### src/rtl/stream_pkg.sv
// Shared types and elaboration-time helpers for the stream arbiter slice.
package stream_pkg;

    typedef enum logic [1:0] {
        ARBITRATE,
        ACCEPT,
        SEND
    } state_t;

    function automatic int unsigned clog2(input int unsigned value);
        int unsigned result;
        result = 0;
        for (int unsigned i = 0; i < 32; i++) begin
            if ((64'(1) << i) < 64'(value)) begin
                result = i + 1;
            end
        end
        return result;
    endfunction

    // Index fields never collapse to zero bits, even for a single channel.
    function automatic int unsigned index_width(input int unsigned n);
        return (n > 1) ? clog2(n) : 1;
    endfunction

endpackage

### src/rtl/stream_arbiter_if.sv
// Bundle of the N input streams and the merged output stream of stream_arbiter.
interface stream_arbiter_if #(
    parameter int unsigned WIDTH    = 32,
    parameter int unsigned CHANNELS = 4
);
    localparam int unsigned CW = stream_pkg::index_width(CHANNELS);

    logic [CHANNELS*WIDTH-1:0] input_data;
    logic [CHANNELS-1:0]       input_stb;
    logic [CHANNELS-1:0]       input_ack;
    logic [WIDTH-1:0]          output_data;
    logic [CW-1:0]             output_channel;
    logic                      output_stb;
    logic                      output_ack;

    modport master (
        output input_data, input_stb, output_ack,
        input  input_ack, output_data, output_channel, output_stb
    );

    modport slave (
        input  input_data, input_stb, output_ack,
        output input_ack, output_data, output_channel, output_stb
    );

endinterface

### src/rtl/stream_rr_select.sv
// Combinational round-robin picker: first requesting channel at or after pointer.
module stream_rr_select #(
    parameter int unsigned CHANNELS = 4,
    parameter int unsigned CW       = 2
) (
    input  logic [CHANNELS-1:0] req,
    input  logic [CW-1:0]       pointer,
    output logic                found,
    output logic [CW-1:0]       sel
);

    logic [2*CHANNELS-1:0] rotated;
    int unsigned           index;

    // Rotating the doubled request vector puts the pointer channel at bit 0;
    // scanning downwards lets the nearest requester win.
    always_comb begin
        rotated = {req, req} >> pointer;
        found   = 1'b0;
        sel     = '0;
        index   = 0;
        for (int unsigned i = CHANNELS; i > 0; i--) begin
            if (rotated[i-1]) begin
                index = 32'(pointer) + i - 1;
                if (index >= CHANNELS) begin
                    index = index - CHANNELS;
                end
                found = 1'b1;
                sel   = CW'(index);
            end
        end
    end

endmodule

### src/rtl/stream_arbiter.sv
// Round-robin N-to-1 merge of stb/ack word streams with per-grant burst limit.
module stream_arbiter
    import stream_pkg::*;
#(
    parameter int unsigned WIDTH    = 32,
    parameter int unsigned CHANNELS = 4,
    parameter int unsigned BURST    = 1
) (
    input logic            clk,
    input logic            rst,
    stream_arbiter_if.slave bus
);

    localparam int unsigned CW = index_width(CHANNELS);
    localparam int unsigned BW = index_width(BURST + 1);

    state_t         state;
    logic [CW-1:0]  pointer;
    logic [CW-1:0]  sel;
    logic [BW-1:0]  count;

    logic           found;
    logic [CW-1:0]  pick;
    logic           sel_stb;
    logic [WIDTH-1:0] sel_data;
    logic [CW-1:0]  next_pointer;

    stream_rr_select #(
        .CHANNELS(CHANNELS),
        .CW      (CW)
    ) u_select (
        .req    (bus.input_stb),
        .pointer(pointer),
        .found  (found),
        .sel    (pick)
    );

    always_comb begin
        sel_stb  = 1'b0;
        sel_data = '0;
        for (int unsigned k = 0; k < CHANNELS; k++) begin
            if (CW'(k) == sel) begin
                sel_stb  = bus.input_stb[k];
                sel_data = bus.input_data[k*WIDTH +: WIDTH];
            end
        end
        next_pointer = (sel == CW'(CHANNELS - 1)) ? '0 : sel + CW'(1);
    end

    always_ff @(posedge clk) begin
        if (rst) begin
            state              <= ARBITRATE;
            pointer            <= '0;
            sel                <= '0;
            count              <= '0;
            bus.input_ack      <= '0;
            bus.output_stb     <= 1'b0;
            bus.output_data    <= '0;
            bus.output_channel <= '0;
        end else begin
            case (state)
                ARBITRATE: begin
                    if (found) begin
                        sel <= pick;
                        for (int unsigned k = 0; k < CHANNELS; k++) begin
                            bus.input_ack[k] <= (CW'(k) == pick);
                        end
                        state <= ACCEPT;
                    end
                end
                // A withdrawn request keeps the grant; nothing else is served meanwhile.
                ACCEPT: begin
                    if (sel_stb) begin
                        bus.output_data    <= sel_data;
                        bus.output_channel <= sel;
                        bus.output_stb     <= 1'b1;
                        bus.input_ack      <= '0;
                        count              <= count + BW'(1);
                        state              <= SEND;
                    end
                end
                SEND: begin
                    if (bus.output_ack) begin
                        bus.output_stb <= 1'b0;
                        if ((count < BW'(BURST)) && sel_stb) begin
                            for (int unsigned k = 0; k < CHANNELS; k++) begin
                                bus.input_ack[k] <= (CW'(k) == sel);
                            end
                            state <= ACCEPT;
                        end else begin
                            pointer <= next_pointer;
                            count   <= '0;
                            state   <= ARBITRATE;
                        end
                    end
                end
                default: state <= ARBITRATE;
            endcase
        end
    end

endmodule

### src/flat_wrapper.sv
// flat-port wrapper written by rule: the top's interface ports become plain ports
module stream_arbiter_flat import stream_pkg::*;
#(
    parameter int unsigned WIDTH    = 32,
    parameter int unsigned CHANNELS = 4,
    parameter int unsigned BURST    = 1
)
  (clk, rst, bus_input_data, bus_input_stb, bus_output_ack, bus_input_ack, bus_output_data, bus_output_channel, bus_output_stb);
  stream_arbiter_if #(.WIDTH(WIDTH), .CHANNELS(CHANNELS)) bus_i ();
  input logic clk;
  input logic rst;
  input wire logic [$bits(bus_i.input_data)-1:0] bus_input_data;
  input wire logic [$bits(bus_i.input_stb)-1:0] bus_input_stb;
  input wire logic [$bits(bus_i.output_ack)-1:0] bus_output_ack;
  output wire logic [$bits(bus_i.input_ack)-1:0] bus_input_ack;
  output wire logic [$bits(bus_i.output_data)-1:0] bus_output_data;
  output wire logic [$bits(bus_i.output_channel)-1:0] bus_output_channel;
  output wire logic [$bits(bus_i.output_stb)-1:0] bus_output_stb;
  assign bus_i.input_data = bus_input_data;
  assign bus_i.input_stb = bus_input_stb;
  assign bus_i.output_ack = bus_output_ack;
  assign bus_input_ack = bus_i.input_ack;
  assign bus_output_data = bus_i.output_data;
  assign bus_output_channel = bus_i.output_channel;
  assign bus_output_stb = bus_i.output_stb;
  stream_arbiter #(.WIDTH(WIDTH), .CHANNELS(CHANNELS), .BURST(BURST)) u_core (.clk(clk), .rst(rst), .bus(bus_i));
endmodule
### config.mk
export PLATFORM = sky130hd
export DESIGN_NAME = stream_arbiter_flat
export DESIGN_NICKNAME = d
export VERILOG_FILES = /design/src/rtl/stream_pkg.sv /design/src/rtl/stream_arbiter_if.sv /design/src/rtl/stream_rr_select.sv /design/src/rtl/stream_arbiter.sv /design/src/flat_wrapper.sv
export SDC_FILE = /design/constraint.sdc
export NUM_CORES = 1
export LEC_CHECK = 0
export ABC_AREA = 1
export CAP_MARGIN = 20
export CORE_MARGIN = 2
export CORE_UTILIZATION = 43
export DETAILED_ROUTE_END_ITERATION = 8
export GPL_TIMING_DRIVEN = 0
export PLACE_DENSITY_LB_ADDON = 0.08
export SLEW_MARGIN = 20
export SYNTH_ARGS = -nofsm -noshare
export SYNTH_HDL_FRONTEND = slang
export SYNTH_SLANG_ARGS = --single-unit
### constraint.sdc
create_clock -name clk -period 2.7 [get_ports clk]
set_input_delay 0.81 -clock clk [delete_from_list [all_inputs] [get_ports clk]]
set_output_delay 0.81 -clock clk [all_outputs]
set_load 0.02 [all_outputs]
Word-level counts from Yosys, hierarchy flattened --
Cells that the tools add are included.
Word-level totals: flip-flop bits (word level) 46, word-level logic and storage cells 94
Operators by class: add/sub/neg operators 14, magnitude comparators 5, equal/unequal tests 14, shifts and indexed selects 1, multiplexer cells 38, bitwise operators 1, reductions and logical operators 13
Operators with widths (count):
- greater-or-equal comparator 32 x 3 -> 1 bit (second input constant) | 4
- 2-to-1 mux 32 bit | 4
- 2-to-1 mux 2 bit | 12
- 2-to-1 mux 4 bit | 4
- 2-to-1 mux 1 bit | 14
- one-hot mux 4 bit (3 select lines) | 1
- subtractor 3 x 1 -> 4 bit (second input constant) | 3
- AND reduction 3 bit | 3
- equality test 2 bit (first input constant) | 4
- >> shifter 8 x 2 -> 4 bit | 1
- subtractor 2 x 1 -> 2 bit (second input constant) | 4
- adder 2 x 2 -> 3 bit (second input constant) | 2
- zero test 2 bit | 3
- inequality test 2 x 1 -> 1 bit (second input constant) | 3
- one-hot mux 2 bit (3 select lines) | 1
- AND reduction 5 bit | 1
- subtractor 4 x 1 -> 5 bit (second input constant) | 1
- adder 2 x 3 -> 4 bit (second input constant) | 1
- equality test 1 x 2 -> 1 bit (first input constant) | 2
- equality test 2 bit (second input constant) | 2
- inequality test 2 bit (second input constant) | 2
- one-hot mux 1 bit (2 select lines) | 2
- AND reduction 2 bit | 2
- AND reduction 4 bit | 1
- 9 further kinds | 9

Logic depth before layout (Yosys ltp) --
word-level depth 11, mapped depth 15

Modules after synthesis --
From an unflattened synthesis, not the netlist that was laid out.
Second synthesis, totals: cell total of the unflattened synthesis 484, area total of the unflattened synthesis 3079.2 µm²
By module, submodules not included:
- stream_arbiter | instances 1, cells each 438, area each 2836.5 µm²
- stream_rr_select | instances 1, cells each 46, area each 242.7 µm²

Worst setup path before layout --
OpenSTA, ideal clock, no wires.
path type input to register, from input port bus_input_stb[1], to register u_core.bus.output_data[30], library setup time 0.117 ns, arrival 1.691 ns, required time 2.583 ns, path slack 0.892 ns, cell stages on the path 11, path through inv_1 nand2_1 nand3_1 nand2_1 nand2_1 nor2_2 buf_6 inv_4 buf_6 a211oi_2 nor2_1
Between the ends: word-level cells in the longest chain between the ends 4
Ends and longest elaborated chain:
- start, declared | line flat_wrapper.sv:13 | input wire logic [$bits(bus_i.input_stb)-1:0] bus_input_stb;
- 2-to-1 mux 1 bit (3 in a row) | line stream_arbiter.sv:42 | if (CW'(k) == sel) begin
- AND reduction 2 bit (no source line)
- end signal, assigned | line stream_arbiter.sv:74 | bus.output_data <= sel_data;
- end, declared | line stream_arbiter_if.sv:23 | output input_ack, output_data, output_channel, output_stb
Every way passes these cells. A chain may end at the register's enable or synchronous reset.

Final worst setup path --
Same ends and word-level chain as after synthesis.

==> summary.md <==
| Metric | Value |
|---|---|
| Unrepaired setup endpoints after global routing | no |
| Slowest CP cell | clkdlybuf4s50_1 |
| Syn-to-layout area delta | 60.5% |
| Row count | 31 |
| Critical path endpoint category | register |
| Synth area leaders | dfxtp_1 (28%), a211oi_2 (12%), o21ai_0 (11%) |
| Crit path top cell by count | nand2_1 |
| Cells after Synth | about 490 |
| Adder-cell share of the synthesized area | 0.0347 |
| Max cap viols | 0 |
| Power Dens Cells | around 940 nW/um^2 |
| DRC viols | 0 |
| Post-synthesis xor/xnor area fraction | 0 |
| Worst-Skew Late Latency | 300 ps |
| Drt wl/cell | roughly 15 um |
| Worst VDD drop | between 0.5 and 0.6 mV |
| Routed WL | 11600 um |
| Final hold violations | 0 |
| Final setup violation count | 0 |
| Crit path required time | 2940 ps |
| Seq/Total Area, Yosys | 0.284 |
| Synth cell types | 24 |
| Routed Antenna Nets | 0 |
| Reg area | 921 um^2 |
| Overflow after GRT | 0 |
| Chip Height | between 90 and 100 um |
| Clk buf depth | 2 |
| Syn nets | around 640 |
| Htree depth | 2 |
| Post-CTS setup buffers | 0 |
| Total track usage | 0.273 |
| Crit path buffers/inverters | 3 |
| Outcome | completed |
| Post-DP HPWL | ~9000 um |
| CTS sink count | 46 |
| NumNets Final | 818 |
| HP Class | reg -> reg |
| CTS Hold Buffers Added | 0 |
| Die footprint | 8260 um^2 |
| Post-Syn Area | between 3000 and 4000 um^2 |
| CP arrival | roughly 2500 ps |
| Largest family of logic cells by synthesized area | compound AO/OA/AOI/OAI gates |
| CTS tree | done |
| Mux share of post-synthesis cell area | 0 |
| Die width | 90.9 um |
| Critical path startpoint category | input pin |
| Cell family with most CP delay | buffers and inverters |
| Clock Tree Root | clkbuf_8 |
| Initial antenna violation count | 0 |
| Vias in the first global route | 3983 |
| Setup TNS | 0 ps |
| Buffers on Ports | around 170 |
| Post-CTS sizing | 0 |
| Post-Place Cell Area | around 5100 um^2 |
| Slowest stage delay, CP | roughly 500 ps |
| Critical path type | in -> reg |
| Total leakage power | approximately 2.1 nW |
| Max_slew headroom | 0.613 |
| Final Skew | around 7.8 ps |
| Footprint of the multi-input gates | just over 2000 um^2 |
| Post-synth top area share | 0.284 |
| # fillers | between 600 and 700 |
| Synth Area in Compound Gates | 0.306 |
| Iteration-0 DRC Markers | ~150 |
| Crit-path max FO | 10 |
| Fin crit share | 0.847 |
| Fin crit period | about 2300 ps |
| Post-layout instance area | 5210 um^2 |
| Ys Warns | 0 |
| Area leader, netlist | dfxtp_1 |
| Maximum clock rate | 0.437 GHz |
| First-pass GRT wire length | 18500 um |
| Gpl congestion | ~0.87 |
| Largest net degree at the start of global routing | 15 |
| Vias per inst | 5.35 |
| Post-synthesis area per instance | ~6.6 um^2 |
| Final Slew Violations | 0 |
| CTS clk-pin slew, worst paths | approximately 90 ps |
| Layout cells sized above 1 | 0.0874 |
| Via Count | around 4.1k |
| CP cell instances | clkdlybuf4s50_1 -> inv_1 -> nand2_1 -> nand3_1 -> nand2_1 -> nand2_1 -> nor2_2 -> clkbuf_1 -> o21ai_0 -> nor2_1 |
| Worst-Margin Slew | a little under 600 ps |
| Core Area | about 7300 um^2 |
| Drt pass-1 iters | 5 |
| Simple-gate share of the synthesized area | 0.279 |
| # IOs | around 170 |
| Initial Utilization | 0.445 |
| TritonCTS Buffers | 5 |
| # diodes | 0 |
| Yosys reg bits | 46 |
## registers in the layout, indices dropped and copies added, names as in the netlist
signal	cells
u_core.bus.output_data	32
u_core.bus.input_ack	4
u_core.bus.output_channel	2
u_core.pointer	2
u_core.sel	2
u_core.state	2
u_core.bus.output_stb	1
u_core.count	1
## per-stage QoR
stage | hold WS (ps) | total power, W | std cells | worst slack (ps) | utilization
2_1_floorplan | 455 | 0.00321 | 494 | 892 | -
3_3_place_gp | 448 | 0.00425 | 766 | 165 | 0.700
3_5_place_dp | 462 | 0.00434 | 766 | 116 | 0.700
4_1_cts | 476 | 0.00487 | 774 | 396 | 0.715
5_1_grt | 500 | 0.00527 | 774 | 291 | 0.715
6_report | 474 | 0.00489 | 774 | 412 | 0.715
## metal layers
layer	routed length [um]	track usage	vias to the layer above
li1	-	-	2031
met1	4400	0.294	1931
met2	5960	0.507	163
met3	1020	0.0902	18
met4	234	0.0758	0
met5	0	0	-
## worst min-delay path, cell delays in order, from the launching register on
cell and delay, ps:
dfxtp_1 330, nand2_1 60, a21oi_1 50
## cell families after synthesis
| family | after synthesis |
|---|---|
| AO/OA/AOI/OAI | 151 |
| adder cells (fa/ha/maj) | 9 |
| buffers and inverters | 69 |
| flip-flops | 46 |
| AND/OR/NAND/NOR | 219 |
## worst paths after layout
path,startpoint,end,slack (ps),cells past startpoint
setup / recovery,bus_input_stb[1],u_core.bus.output_data[30],410,10
setup reg to reg,u_core.sel[0],u_core.bus.output_data[30],500,11
hold reg to reg,u_core.bus.output_stb,u_core.bus.output_stb,470,2
hold / removal,u_core.bus.output_stb,u_core.bus.output_stb,470,2
## synthesized netlist by cell type
master,number
nor2_1,90
o21bai_1,1
clkbuf_1,22
o21ai_1,2
nand3_1,55
inv_2,4
dfxtp_1,46
o21ai_0,72
nand4_1,2
buf_2,6
nor2_2,1
buf_4,4
inv_1,27
nand2_2,1
buf_6,4
nand3b_1,1
a21oi_2,1
a21oi_1,42
ha_1,9
a211oi_2,30
buf_1,1
nand2_1,69
a211oi_1,3
inv_4,1
## cells in the final DEF (no fill, tap or decap), drive strengths merged, types with 28 or more instances in the layout
| master | count |
|---|---|
| clkdlybuf4s50 | 173 |
| nand2 | 70 |
| nor2 | 91 |
| a21oi | 43 |
| o21ai | 74 |
| clkbuf | 28 |
| inv | 32 |
| nand3 | 55 |
| a211oi | 33 |
| dfxtp | 46 |
## area by class of cell
type,instances,area share
clock buffers,6,0.0139
multi-input cells,379,0.386
plain buffers,37,0.0367
clock inverters,2,0.00720
inverters,32,0.0235
flip-flops and latches,46,0.177
repair buffers,173,0.332
well taps,99,0.0238
## power by group
part,total [W],internal [W],leakage [nW],switching (W)
clock,0.000530,0.000277,0.0514,0.000253
sequential,0.00108,0.000933,0.376,0.000143
combinational,0.00328,0.00134,1.72,0.00194
total,0.00489,0.00255,2.15,0.00234
No activity file was read; power rests on OpenSTA's default activity.
